--- config.mk ---
export PLATFORM = sky130hd
export DESIGN_NAME = instr_fetch
export DESIGN_NICKNAME = d
export VERILOG_FILES = /design/src/rtl/instr_fetch.sv
export SDC_FILE = /design/constraint.sdc
export NUM_CORES = 1
export LEC_CHECK = 0
export CORE_MARGIN = 1.5
export CORE_UTILIZATION = 54
export DETAILED_ROUTE_END_ITERATION = 8
export HOLD_SLACK_MARGIN = 0.03
export PLACE_DENSITY = 0.79
export RECOVER_POWER = 25
export SYNTH_ARGS = -nofsm -noshare
export SYNTH_HDL_FRONTEND = slang
export SYNTH_SLANG_ARGS = --single-unit
--- constraint.sdc ---
create_clock -name clk -period 7.7 [get_ports clk]
set_input_delay 1.54 -clock clk [delete_from_list [all_inputs] [get_ports clk]]
set_output_delay 1.54 -clock clk [all_outputs]
set_load 0.02 [all_outputs]
--- src/rtl/instr_fetch.sv ---
// instr_fetch
// Fetch stage between the warp scheduler and the instruction buffer. Scheduled
// warps issue word-aligned icache requests tagged with their warp id; per-warp
// metadata waits in a pending table until the response returns, then the joined
// packet leaves through a registered 2-entry skid buffer.
module instr_fetch #(
   parameter  int NUM_WARPS   = 4,
   parameter  int NUM_THREADS = 4,
   parameter  int XLEN        = 32,
   parameter  int UUID_W      = 44,
   parameter  int PERF_W      = 44,
   localparam int NW_W        = (NUM_WARPS > 1) ? $clog2(NUM_WARPS) : 1
) (
   input  logic                   clk,
   input  logic                   reset,

   input  logic                   sched_valid,
   output logic                   sched_ready,
   input  logic [NW_W-1:0]        sched_wid,
   input  logic [NUM_THREADS-1:0] sched_tmask,
   input  logic [XLEN-1:0]        sched_pc,
   input  logic [UUID_W-1:0]      sched_uuid,

   output logic                   icache_req_valid,
   input  logic                   icache_req_ready,
   output logic [XLEN-3:0]        icache_req_addr,
   output logic [NW_W-1:0]        icache_req_tag,

   input  logic                   icache_rsp_valid,
   output logic                   icache_rsp_ready,
   input  logic [31:0]            icache_rsp_data,
   input  logic [NW_W-1:0]        icache_rsp_tag,

   input  logic [NUM_WARPS-1:0]   ibuf_full,

   output logic                   fetch_valid,
   input  logic                   fetch_ready,
   output logic [NW_W-1:0]        fetch_wid,
   output logic [NUM_THREADS-1:0] fetch_tmask,
   output logic [XLEN-1:0]        fetch_pc,
   output logic [UUID_W-1:0]      fetch_uuid,
   output logic [31:0]            fetch_instr,

   output logic                   busy,
   output logic [PERF_W-1:0]      perf_icache_stalls
);

   typedef struct packed {
      logic [NUM_THREADS-1:0] tmask;
      logic [XLEN-1:0]        pc;
      logic [UUID_W-1:0]      uuid;
   } meta_t;

   typedef struct packed {
      logic [NW_W-1:0] wid;
      meta_t           meta;
      logic [31:0]     instr;
   } pkt_t;

   logic [NUM_WARPS-1:0] pending_q, pending_d;
   logic                 wr_ptr_q, wr_ptr_d;
   logic                 rd_ptr_q, rd_ptr_d;
   logic [1:0]           count_q, count_d;
   logic [PERF_W-1:0]    stalls_q, stalls_d;

   meta_t tbl_q  [NUM_WARPS];
   pkt_t  skid_q [2];

   logic  blocked;
   logic  req_fire;
   logic  rsp_fire;
   logic  pop;
   logic  stall;
   pkt_t  rsp_pkt;
   pkt_t  head;

   // Request path: a warp is blocked while it has a fetch in flight or its
   // instruction buffer is almost full. No same-cycle bypass from a response.
   assign blocked          = pending_q[sched_wid] || ibuf_full[sched_wid];
   assign icache_req_valid = !reset && sched_valid && !blocked;
   assign sched_ready      = !reset && icache_req_ready && !blocked;
   assign icache_req_addr  = sched_pc[XLEN-1:2];
   assign icache_req_tag   = sched_wid;
   assign req_fire         = icache_req_valid && icache_req_ready;
   assign stall            = icache_req_valid && !icache_req_ready;

   // Response path: ready comes from the registered count only, so a full
   // buffer never accepts even if a pop happens in the same cycle.
   assign icache_rsp_ready = !reset && (count_q != 2'd2);
   assign rsp_fire         = icache_rsp_valid && icache_rsp_ready;
   assign rsp_pkt          = '{wid: icache_rsp_tag, meta: tbl_q[icache_rsp_tag], instr: icache_rsp_data};

   assign head        = skid_q[rd_ptr_q];
   assign fetch_valid = (count_q != 2'd0);
   assign fetch_wid   = head.wid;
   assign fetch_tmask = head.meta.tmask;
   assign fetch_pc    = head.meta.pc;
   assign fetch_uuid  = head.meta.uuid;
   assign fetch_instr = head.instr;
   assign pop         = fetch_valid && fetch_ready;

   assign busy               = (pending_q != '0) || fetch_valid;
   assign perf_icache_stalls = stalls_q;

   // Next-state for pending bits, skid pointers/count and the stall counter.
   always_comb begin
      // NOTE: every variable gets its default before any condition, so no path can infer a latch
      pending_d = pending_q;
      wr_ptr_d  = wr_ptr_q;
      rd_ptr_d  = rd_ptr_q;
      count_d   = count_q;
      stalls_d  = stalls_q;

      // Clear before set: a stale response and a new request for the same
      // warp in one cycle leaves the new fetch marked pending.
      if (rsp_fire) pending_d[icache_rsp_tag] = 1'b0;
      if (req_fire) pending_d[sched_wid]      = 1'b1;

      if (rsp_fire) wr_ptr_d = ~wr_ptr_q;
      if (pop)      rd_ptr_d = ~rd_ptr_q;
      count_d = count_q + 2'(rsp_fire) - 2'(pop);

      if (stall) stalls_d = stalls_q + PERF_W'(1);
   end

   // Control state register with synchronous reset.
   always_ff @(posedge clk) begin
      if (reset) begin
         // NOTE: sequential state uses <= so every flop samples pre-edge values
         pending_q <= '0;
         wr_ptr_q  <= 1'b0;
         rd_ptr_q  <= 1'b0;
         count_q   <= 2'd0;
         stalls_q  <= '0;
      end else begin
         pending_q <= pending_d;
         wr_ptr_q  <= wr_ptr_d;
         rd_ptr_q  <= rd_ptr_d;
         count_q   <= count_d;
         stalls_q  <= stalls_d;
      end
   end

   // Metadata table and skid storage writes.
   // NOTE: storage arrays carry no reset; their validity is tracked by pending_q and count_q
   always_ff @(posedge clk) begin
      if (req_fire) tbl_q[sched_wid] <= '{tmask: sched_tmask, pc: sched_pc, uuid: sched_uuid};
      if (rsp_fire) skid_q[wr_ptr_q] <= rsp_pkt;
   end

   // Protocol checks: responses must match an outstanding fetch, PCs must be word aligned.
   a_rsp_pending: assert property (@(posedge clk) disable iff (reset)
      rsp_fire |-> pending_q[icache_rsp_tag]);

   a_pc_align: assert property (@(posedge clk) disable iff (reset)
      icache_req_valid |-> (sched_pc[1:0] == 2'b00));

endmodule

Yosys cells after proc, flatten, opt, wreduce, memory -nomap -nowiden
Memories as Yosys holds them, arrays and structs flattened. A register that Yosys moved wholly into a read port is not among the register bits.
Cells that the tools add are included.
Widths: inputs -> output; s select.
{"block": "classes", "addsub": 3, "n_mul": 0, "div": 0, "magnitude_cmp": 4, "eq_ne": 1, "shift": 0, "mux": 16, "bitwise": 5, "reduce_logical": 18}
{"operator": "$add 44x1->44 const B", "n": 1}
{"operator": "$logic_and 1x1->1", "n": 11}
{"operator": "$mux 1", "n": 10}
{"operator": "$mux 4", "n": 2}
{"operator": "$lt 2x3->1 const B", "n": 2}
{"operator": "$and 4x4->4", "n": 1}
{"operator": "$bmux 1 s2", "n": 2}
{"operator": "$demux 1 s2", "n": 2}
{"operator": "$ge 2x1->1 const B", "n": 2}
{"operator": "$not 4->4", "n": 1}
{"operator": "$or 4x4->4", "n": 1}
{"operator": "$reduce_bool 4->1", "n": 1}
{"operator": "$logic_not 1->1", "n": 3}
{"operator": "$add 2x1->2", "n": 1}
{"operator": "$logic_or 1x1->1", "n": 2}
{"operator": "$ne 2x2->1 const B", "n": 1}
{"operator": "$not 1->1", "n": 2}
{"operator": "$reduce_bool 2->1", "n": 1}
{"operator": "$sub 2x1->2", "n": 1}
{"block": "totals", "regBits": 52, "latch_bits": 0, "ramBits": 548, "mem_bits_ro": 0, "in_bits": 126, "out_inout_bits": 195, "word_cells": 54, "n_memories": 2}
{"name": "tbl_q", "depth": 4, "width": 80, "rd": 1, "rd_clocked_by_memory_dff": 0, "write_ports": 1, "line": "66", "text": "meta_t tbl_q [NUM_WARPS];"}
{"name": "skid_q", "depth": 2, "width": 114, "rd": 1, "rd_clocked_by_memory_dff": 1, "write_ports": 1, "line": "67", "text": "pkt_t skid_q [2];"}

Longest topological paths before layout
Gate-level depths: netlist of the first run.
{"block": "depth", "depth_word": 9, "mapped_depth": 7, "ltp_nobuf": 7}

Worst setup path before layout of the first run
Ideal clock, no wire load.
{"block": "synth_timing", "path_type": "input to register", "from": "input port reset", "to": "memory skid_q[0][0] (netlist name) (enable)", "setup_time_ns": 0.589, "arrival_time_ns": 7.012, "t_required_ns": 7.111, "setup_slack_ns": 0.099, "stages": 3, "path_buffers": 0, "cell_sequence": "a21oi_1 nand2_1 nor2_1"}
{"block": "synth_between", "elab_chain_len": 5}
{"item": "start: declaration", "line": "15", "text": "input logic reset,"}
{"item": "$logic_not 1->1", "line": "89", "text": "assign icache_rsp_ready = !reset && (count_q != 2'd2);"}
{"item": "$logic_and 1x1->1", "line": "89"}
{"item": "$logic_and 1x1->1", "line": "90", "text": "assign rsp_fire = icache_rsp_valid && icache_rsp_ready;"}
{"item": "$mux 1", "line": "148", "text": "if (rsp_fire) skid_q[wr_ptr_q] <= rsp_pkt;"}
{"item": "$mux 1 (implied by the code)", "line": "148"}
{"item": "end: declaration", "line": "67"}
No other way between the ends.

Final worst setup path of the first run
{"block": "layout_timing", "from": "input port sched_wid[0]", "to": "output port icache_req_valid"}
{"block": "layout_between", "elab_chain_len": 5, "word_cells_on_any_way": 7, "cone_classes": "4 x mux; 3 x reduce/logical"}
{"item": "start: declaration", "line": "19", "text": "input logic [NW_W-1:0] sched_wid,"}
{"item": "$bmux 1 s2", "line": "79", "text": "assign blocked = pending_q[sched_wid] || ibuf_full[sched_wid];"}
{"item": "$mux 1 (implied by the code)", "line": "79"}
{"item": "$logic_or 1x1->1 (*)", "line": "79"}
{"item": "$logic_not 1->1 (*)", "line": "80", "text": "assign icache_req_valid = !reset && sched_valid && !blocked;"}
{"item": "$logic_and 1x1->1 (*)", "line": "80"}
{"item": "end: declaration", "line": "24", "text": "output logic icache_req_valid,"}
Mark *: on every way between the ends. The rest lies on a longest branch, timed or not. The select of a mux whose other input is x is not followed.

==> results of run 1 <==
==> power by group through the flow <==
| stage | Clock (mW) | Combinational (mW) | Sequential (mW) |
|---|---|---|---|
| 3_3_place_gp | 0 | 1.11 | 3.83 |
| 3_5_place_dp | 0 | 1.12 | 3.84 |
| 2_1_floorplan | 0 | 0.648 | 3.78 |
| 6_report | 2.87 | 1.11 | 3.76 |
| 4_1_cts | 2.92 | 1.13 | 3.77 |
| 5_1_grt | 3.05 | 1.16 | 3.77 |
==> cell usage after synthesis (3+ instances only) <==
master / n
nand3_1: 19
or3_1: 15
nand4_1: 21
buf_1: 13
buf_4: 32
or4_1: 9
a21oi_1: 32
inv_1: 11
mux4_2: 82
or2_1: 3
clkbuf_1: 30
mux2_2: 114
xor2_1: 18
dfxtp_1: 53
nor2_1: 31
and4_1: 10
and2_1: 4
edfxtp_1: 548
and3_1: 6
nor3b_1: 4
o31ai_1: 13
nand2_1: 20
xnor2_1: 4
o21ai_0: 16
nand4b_1: 4
==> metrics by stage <==
step / util (%) / total power [mW] / hold slack [ns] / instances / setup slack, ns
detailed placement: 63.8 / 4.96 / 0.484 / 1919 / 2.05
CTS: 68.5 / 7.82 / 0.492 / 2019 / 2.04
global route: 68.5 / 7.98 / 0.509 / 2021 / 1.89
global placement: 63.8 / 4.94 / 0.468 / 1919 / 2.17
floorplan: - / 4.43 / 0.470 / 1128 / 0.0993
finish: 68.5 / 7.73 / 0.488 / 2024 / 2.00
==> worst min-delay path by stage <==
stage                           startpoint                     end  slack (ns)  depth (start not counted)
finish              perf_icache_stalls[43]  perf_icache_stalls[43]        0.49                          2
global route         perf_icache_stalls[1]   perf_icache_stalls[1]        0.51                          2
CTS                 perf_icache_stalls[43]  perf_icache_stalls[43]        0.49                          2
detailed placement  perf_icache_stalls[43]  perf_icache_stalls[43]        0.48                          2
global placement    perf_icache_stalls[43]  perf_icache_stalls[43]        0.47                          2
floorplan                     pending_q[0]            pending_q[0]        0.47                          2
==> flip-flops by register name (all words and copies together) (netlist names), named ones only <==
| register | cells |
|---|---|
| pending_q | 4 |
| wr_ptr_q | 1 |
| rd_ptr_q | 1 |
| count_q | 2 |
| perf_icache_stalls | 44 |
| tbl_q | 320 |
| skid_q | 228 |
==> worst min-delay path: cells and delay by family (launching register included) <==
kind           cells  cell delay, ns
AO/OA/AOI/OAI      2            0.13
flip-flops         1            0.31
==> metal layers <==
layer,vias to the layer above,part of all wire [%],GRT usage [%],routed length [um]
li1,5166,-,-,-
met4,10,2.3,6.74,1070
met1,6019,41,29.2,19400
met5,-,0.16,0,73
met2,430,49,35.7,23100
met3,91,7.0,5.19,3290
==> cell families (layout without fill, tap and decap cells) <==
kind of cell,count (synthesis),after routing,synth area share [%]
AOI/OAI and AO/OA,62,62,1.52
other,0,5,0
xor gates and xnor gates,22,22,0.854
buffers and inverters,86,445,1.96
adders and majority gates,2,2,0.111
DFF,601,601,77.6
muxes,196,196,13.9
and+or+nand+nor,159,159,4.04
==> placed cells by master (no fill, tap or decap), drive strengths merged, types with 2 or more instances in the layout <==
cell / count
xnor2: 4
or2: 4
dfxtp: 53
clkinv: 19
and4: 10
and3: 6
dlygate4sd3: 100
xor2: 18
or4: 10
mux2: 114
o21ai: 16
o31ai: 13
and2: 5
a21oi: 32
edfxtp: 548
buf: 15
nor4b: 2
nand3: 19
inv: 12
clkbuf: 70
nand4: 21
nand4b: 4
nand2: 20
diode: 5
clkdlybuf4s50: 218
nor3b: 4
nor3: 2
or3: 17
mux4: 82
bufinv: 10
nor2: 31
ha: 2
==> cell type report <==
class | count | area [sq um]
inverter | 11 | 51.3
antenna | 5 | 12.5
clock inverter | 31 | 424
clock buffer | 69 | 1490
timing repair buffer | 334 | 3300
fill | 2629 | 12900
tap | 532 | 666
multi-input combinational | 441 | 4620
sequential | 601 | 17500
==> metrics.md, run 1 <==
| Metric | Value |
|---|---|
| Outcome | `complete, but fails checks` |
| Failing checks | `design-rule violations` |
| Worst setup startpoint | `sched_wid[0]` |
| Post-synth top area share | `approximately 73%` |
| P_sw | `~1.8 mW` |
| Core Region | `0.0410 sq mm` |
| Most used cell, CP | `clkdlybuf4s50_1` |
| Later-pin clock latency in the skew report | `about 0.6 ns` |
| CTS root buf | `clkbuf_16` |
| Internal power | `around 6 mW` |
| Die area | `0.0430 sq mm` |
| Cell leakage power | `9.00 nW` |
| PD cells | `275 mW/mm^2` |
| Hold-fix buffers, CTS | `0` |
| Number of register bits inferred by synthesis | `601` |
| Crit path cell chain | `clkdlybuf4s50_1 -> mux4_2 -> nor3b_1 -> clkdlybuf4s50_1` |
| PortBufs | `320` |
| Setup TNS | `0 ns` |
| Levels on crit path | `4` |
| Row cnt | `74` |
| Ys flop type | `edfxtp_1` |
| Area grow syn2layout | `24.5%` |
| Mapped Nets | `roughly 1300` |
| Chip height | `207 um` |
| Grt ovf | `0` |
| Design area | `around 0.028 sq mm` |
| Largest net degree at the start of global routing | `74` |
| GPL Wtd Cong | `0.856` |
| Fin nets | `1575` |
| Die Wd | `207 um` |
| Setup Viol. Count Final | `0` |
| WP data arrival | `4.16 ns` |
| Drt wl/cell | `23.2 um` |
| Synth area leaders | `edfxtp_1 (73%), mux4_2 (8.2%), mux2_2 (5.7%), dfxtp_1 (4.7%), buf_4 (1.1%)` |
| DRT Pass-1 Iters | `7` |
| Via count | `11716` |
| Slew HR | `21.0%` |
| CTS tree | `built` |
| Clock-pin slew on the worst setup and hold paths | `0.06 ns` |
| RSZ-0062 raised after global routing | `no` |
| CTS H-tree depth | `2` |
| IO Pins | `approximately 320` |
| Antenna-violating nets left | `0` |
| CP max-delay cell | `clkdlybuf4s50_1` |
| Post-synthesis sequential area ratio | `between 70% and 80%` |
| Post-CTS Setup Bufs | `0` |
| Final worst path period need | `5.70 ns` |
| Reg-to-reg startpoint | `pending_q[0]` |
| VDD IR-drop max | `0.188 mV` |
| Dpl cell area | `0.0262 sq mm` |
| # DRC | `46` |
| Crit end category | `output port` |
| CP endpoint | `icache_req_valid` |
| Post-synth cell types | `37` |
| Clock buffer depth | `3` |
| Switching part of the total | `23.2%` |
| Sequential Power Share | `48.6%` |
| Period utilisation layout | `74.0%` |
| WP data required | `6.16 ns` |
| Max-cap violation count | `0` |
| Combinational power share | `14.3%` |
| Synth Warn # | `0` |
| Vias in the first global route | `approximately 12000` |
| Num CTS Buffers | `58` |
| Crit Path Category | `in2out` |
| Wire length after detailed routing | `46900 um` |
| Slew Viols, Final | `0` |
| DR vias/cell | `5.79` |
| Clock network power share | `37.1%` |
| Worst Skew | `0.0197 ns` |
| Syn Inst Count | `about 1100` |
| Synthesized cell area | `0.0226 sq mm` |
| FF-to-FF path depth | `6` |
| Buf/Inv on CP | `2` |
| Crit-path max cell delay | `roughly 0.72 ns` |
| Dpl hpwl | `28000 um` |
| EDFF count, synth | `548` |
| Max Freq | `176 MHz` |
| Crit-path max FO | `7` |
| Antenna violations before repair | `12` |
| Final count of hold timing violations | `0` |
| HP Class | `reg2reg` |
| # resized after CTS | `0` |
| End of the worst register-to-register path | `tbl_q[1][58]` |
| Total track usage | `21.8%` |
| Iter 0 DRT Violations | `969` |
| Worst-Margin Slew | `around 1.2 ns` |
| Cell taking the most area after synthesis | `edfxtp_1` |
| Clk sinks | `601` |
| Startpoint class of the critical path | `primary input` |
| Largest delay share family, worst path | `buffers and inverters` |
| Post-Syn Area per Cell | `20.0 sq um` |
| Flop-to-flop setup slack | `slightly above 4 ns` |
| Initial Util | `a little under three fifths` |
| Share of layout cells above drive strength 1 | `approximately 20%` |
| First-pass GRT wire length | `slightly above 70000 um` |
| Synth async-reset ratio | `0%` |
(Power assumes the default switching activity.)
==> inputs of run 2 (changes only) <==
CORE_UTILIZATION = 49   (was 54)
PLACE_DENSITY = 0.76   (was 0.79)
clock period = 4.6 ns   (was 7.7 ns; I/O delays follow)
==> run 2 against run 1 <==
Net effect: the flow finishes with violations (max-capacitance violations, max-slew violations); count of clock-buffer cells in the layout rose by 5; combinational power is 72% higher; final cell count grew 3.9%; sequential share of layout area fell by 0.58 points; register-to-register slack got worse by 2.2 ns; utilization down 6.0 points; first-iteration DRC count is 24% lower; worst setup slack lost 1.5 ns; cell area is 0.93% higher.
==> metrics.md, run 2 (synthesis results as in run 1) <==
| Metric | Value |
|---|---|
| CTS H-tree depth | `2 (unchanged)` |
| Clk sinks | `601 (unchanged)` |
| Post-CTS Setup Bufs | `0 (unchanged)` |
| Max Freq | `244 MHz` |
| Worst Skew | `0.0151 ns (-0.00463 ns)` |
| Grt ovf | `0 (unchanged)` |
| Filler instances | `3117 (+19%)` |
| Dpl hpwl | `27800 um (-0.94%)` |
| Slew HR | `-51.9% (-73 points)` |
| RSZ-0062 raised after global routing | `no` |
| Max-cap violation count | `1 (+1)` |
| Period utilisation layout | `approximately nine tenths` |
| Drt wl/cell | `21.7 um (-6.6%)` |
| PortBufs | `320 (unchanged)` |
| Final count of hold timing violations | `0 (unchanged)` |
| Initial Util | `49.7% (-5.3 points)` |
| Buf/Inv on CP | `3 (+1)` |
| Crit Path Category | `in2out` |
| Crit end category | `output port` |
| Wire length after detailed routing | `45600 um (-2.9%)` |
| # DRC | `0 (-100%)` |
| Num CTS Buffers | `59 (+1.7%)` |
| # resized after CTS | `0 (unchanged)` |
| Via count | `11556 (-1.4%)` |
| Later-pin clock latency in the skew report | `0.60 ns (about the same)` |
| Crit-path max FO | `7 (unchanged)` |
| Largest register by flop count | `tbl_q` |
| CTS root buf | `clkbuf_16` |
| Clock buffer depth | `3 (unchanged)` |
| First-pass GRT wire length | `68700 um (-3.5%)` |
| Outcome | `complete, but fails checks` |
| Failing checks | `max-capacitance violations, max-slew violations` |
| Antenna-violating nets left | `0 (unchanged)` |
| Die Wd | `218 um (+4.9%)` |
| Dpl cell area | `0.0264 sq mm (+0.91%)` |
| Vias in the first global route | `11769 (-2.6%)` |
| CP max-delay cell | `clkdlybuf4s50_1` |
| Setup TNS | `0 ns (unchanged)` |
| CTS tree | `built` |
| Hold-fix buffers, CTS | `0 (unchanged)` |
| Fin nets | `1581 (+0.38%)` |
| VDD IR-drop max | `0.470 mV (+150%)` |
| Share of layout cells above drive strength 1 | `20.8% (+0.60 points)` |
| Largest net degree at the start of global routing | `115 (+55%)` |
| Largest delay share family, worst path | `buffers and inverters` |
| Iter 0 DRT Violations | `741 (-24%)` |
| Max FFs per register | `320 (unchanged)` |
| Slew Viols, Final | `38 (+38)` |
| Cell leakage power | `9.06 nW (+0.67%)` |
| Crit path cell chain | `clkdlybuf4s50_1 -> mux4_2 -> nor3b_1 -> buf_4 -> clkdlybuf4s50_1` |
| HP Class | `reg2reg` |
| PD cells | `456 mW/mm^2 (+66%)` |
| Die area | `0.0473 sq mm (+10%)` |
| Crit-path max cell delay | `0.64 ns (-0.08 ns)` |
| WP data required | `3.68 ns (-2.48 ns)` |
| Total track usage | `19.2% (-2.6 points)` |
| Placed cells | `1992 (+3.8%)` |
| Hold_ws | `0.502 ns (+0.0135 ns)` |
| Chip height | `218 um (+4.9%)` |
| Antenna violations before repair | `7 (-5)` |
| Final worst path period need | `4.09 ns` |
| Core Region | `0.0454 sq mm (+11%)` |
| Row cnt | `78 (+5.4%)` |
| Core Util, Final | `62.5% (-6.0 points)` |
| WP data arrival | `3.17 ns (-0.99 ns)` |
| Commonest non-fill, non-tap cells in the layout | `edfxtp_1 (548), clkdlybuf4s50_1 (217), mux2_2 (114), dlygate4sd3_1 (101), mux4_2 (82)` |
| Most used cell, CP | `clkdlybuf4s50_1` |
| Non-filler cells, final | `2103 (+3.9%)` |
| DR vias/cell | `5.50 (-5.1%)` |
| Worst-Margin Slew | `2.28 ns (+1.09 ns)` |
| Clock-pin slew on the worst setup and hold paths | `0.06 ns (about the same)` |
| DRT Pass-1 Iters | `5 (-2)` |
| Area grow syn2layout | `25.6%` |
| Setup Viol. Count Final | `0 (unchanged)` |
| Design area | `0.0284 sq mm (+0.93%)` |
| Commonest non-fill, non-tap cell in the layout | `edfxtp_1` |
| Startpoint class of the critical path | `primary input` |
| GPL Wtd Cong | `0.834 (-2.6%)` |
| IO Pins | `321 (unchanged)` |
==> run 2: final timing paths <==
check | startpoint | end | slack [ns] | cells past startpoint
hold / removal | perf_icache_stalls[43] | perf_icache_stalls[43] | 0.50 | 2
hold reg to reg | perf_icache_stalls[43] | perf_icache_stalls[43] | 0.50 | 2
setup reg to reg | pending_q[0] | tbl_q[1][27] | 1.86 | 7
setup / recovery | sched_wid[0] | icache_req_valid | 0.51 | 5
==> run 2: layout make-up <==
class / count / area [sq um] / share of cell area (%)
sequential: 601 / 17500 / 61.8
multi-input combinational: 441 / 4620 / 16.3
timing repair buffer: 339 / 3450 / 12.2
clock buffer: 74 / 1580 / 5.59
tap: 600 / 751 / 2.65
clock inverter: 36 / 365 / 1.29
inverter: 11 / 55.1 / 0.194
antenna: 1 / 2.50 / 0.00883
==> run 2: per-stage QoR <==
step	setup WS [ns]	power (mW)
after floorplan	-0.466	7.40
final	0.506	12.9
after global placement	0.498	8.27
after CTS	0.498	13.1
after global routing	0.426	13.4
after detailed placement	0.512	8.30
==> run 2: power breakdown <==
part | total, mW | internal, mW | switching (mW)
clock | 4.78 | 2.83 | 1.95
sequential | 6.24 | 6.16 | 0.0791
combinational | 1.91 | 0.936 | 0.971
total | 12.9 | 9.93 | 3.00
==> run 2: metal layers <==
layer,vias up,wire length (um),global-route usage [%]
li1,5192,-,-
met1,5925,18900,25.0
met2,355,22900,32.5
met3,78,2600,3.84
met4,6,1040,5.95
met5,-,42,0
==> run 2: worst reg2reg max path: cells and delay by family (launching register included) <==
kind          cells  cell delay (ns)
buf+inv           3             0.80
flops             1             0.35
mux               1             0.54
simple gates      3             0.65
==> inputs of run 3 (changes only) <==
CTS_CLUSTER_SIZE = 16   (was not set)
==> results of run 3 <==
The final DEF is identical to that of run 2; final timing and power are the same.
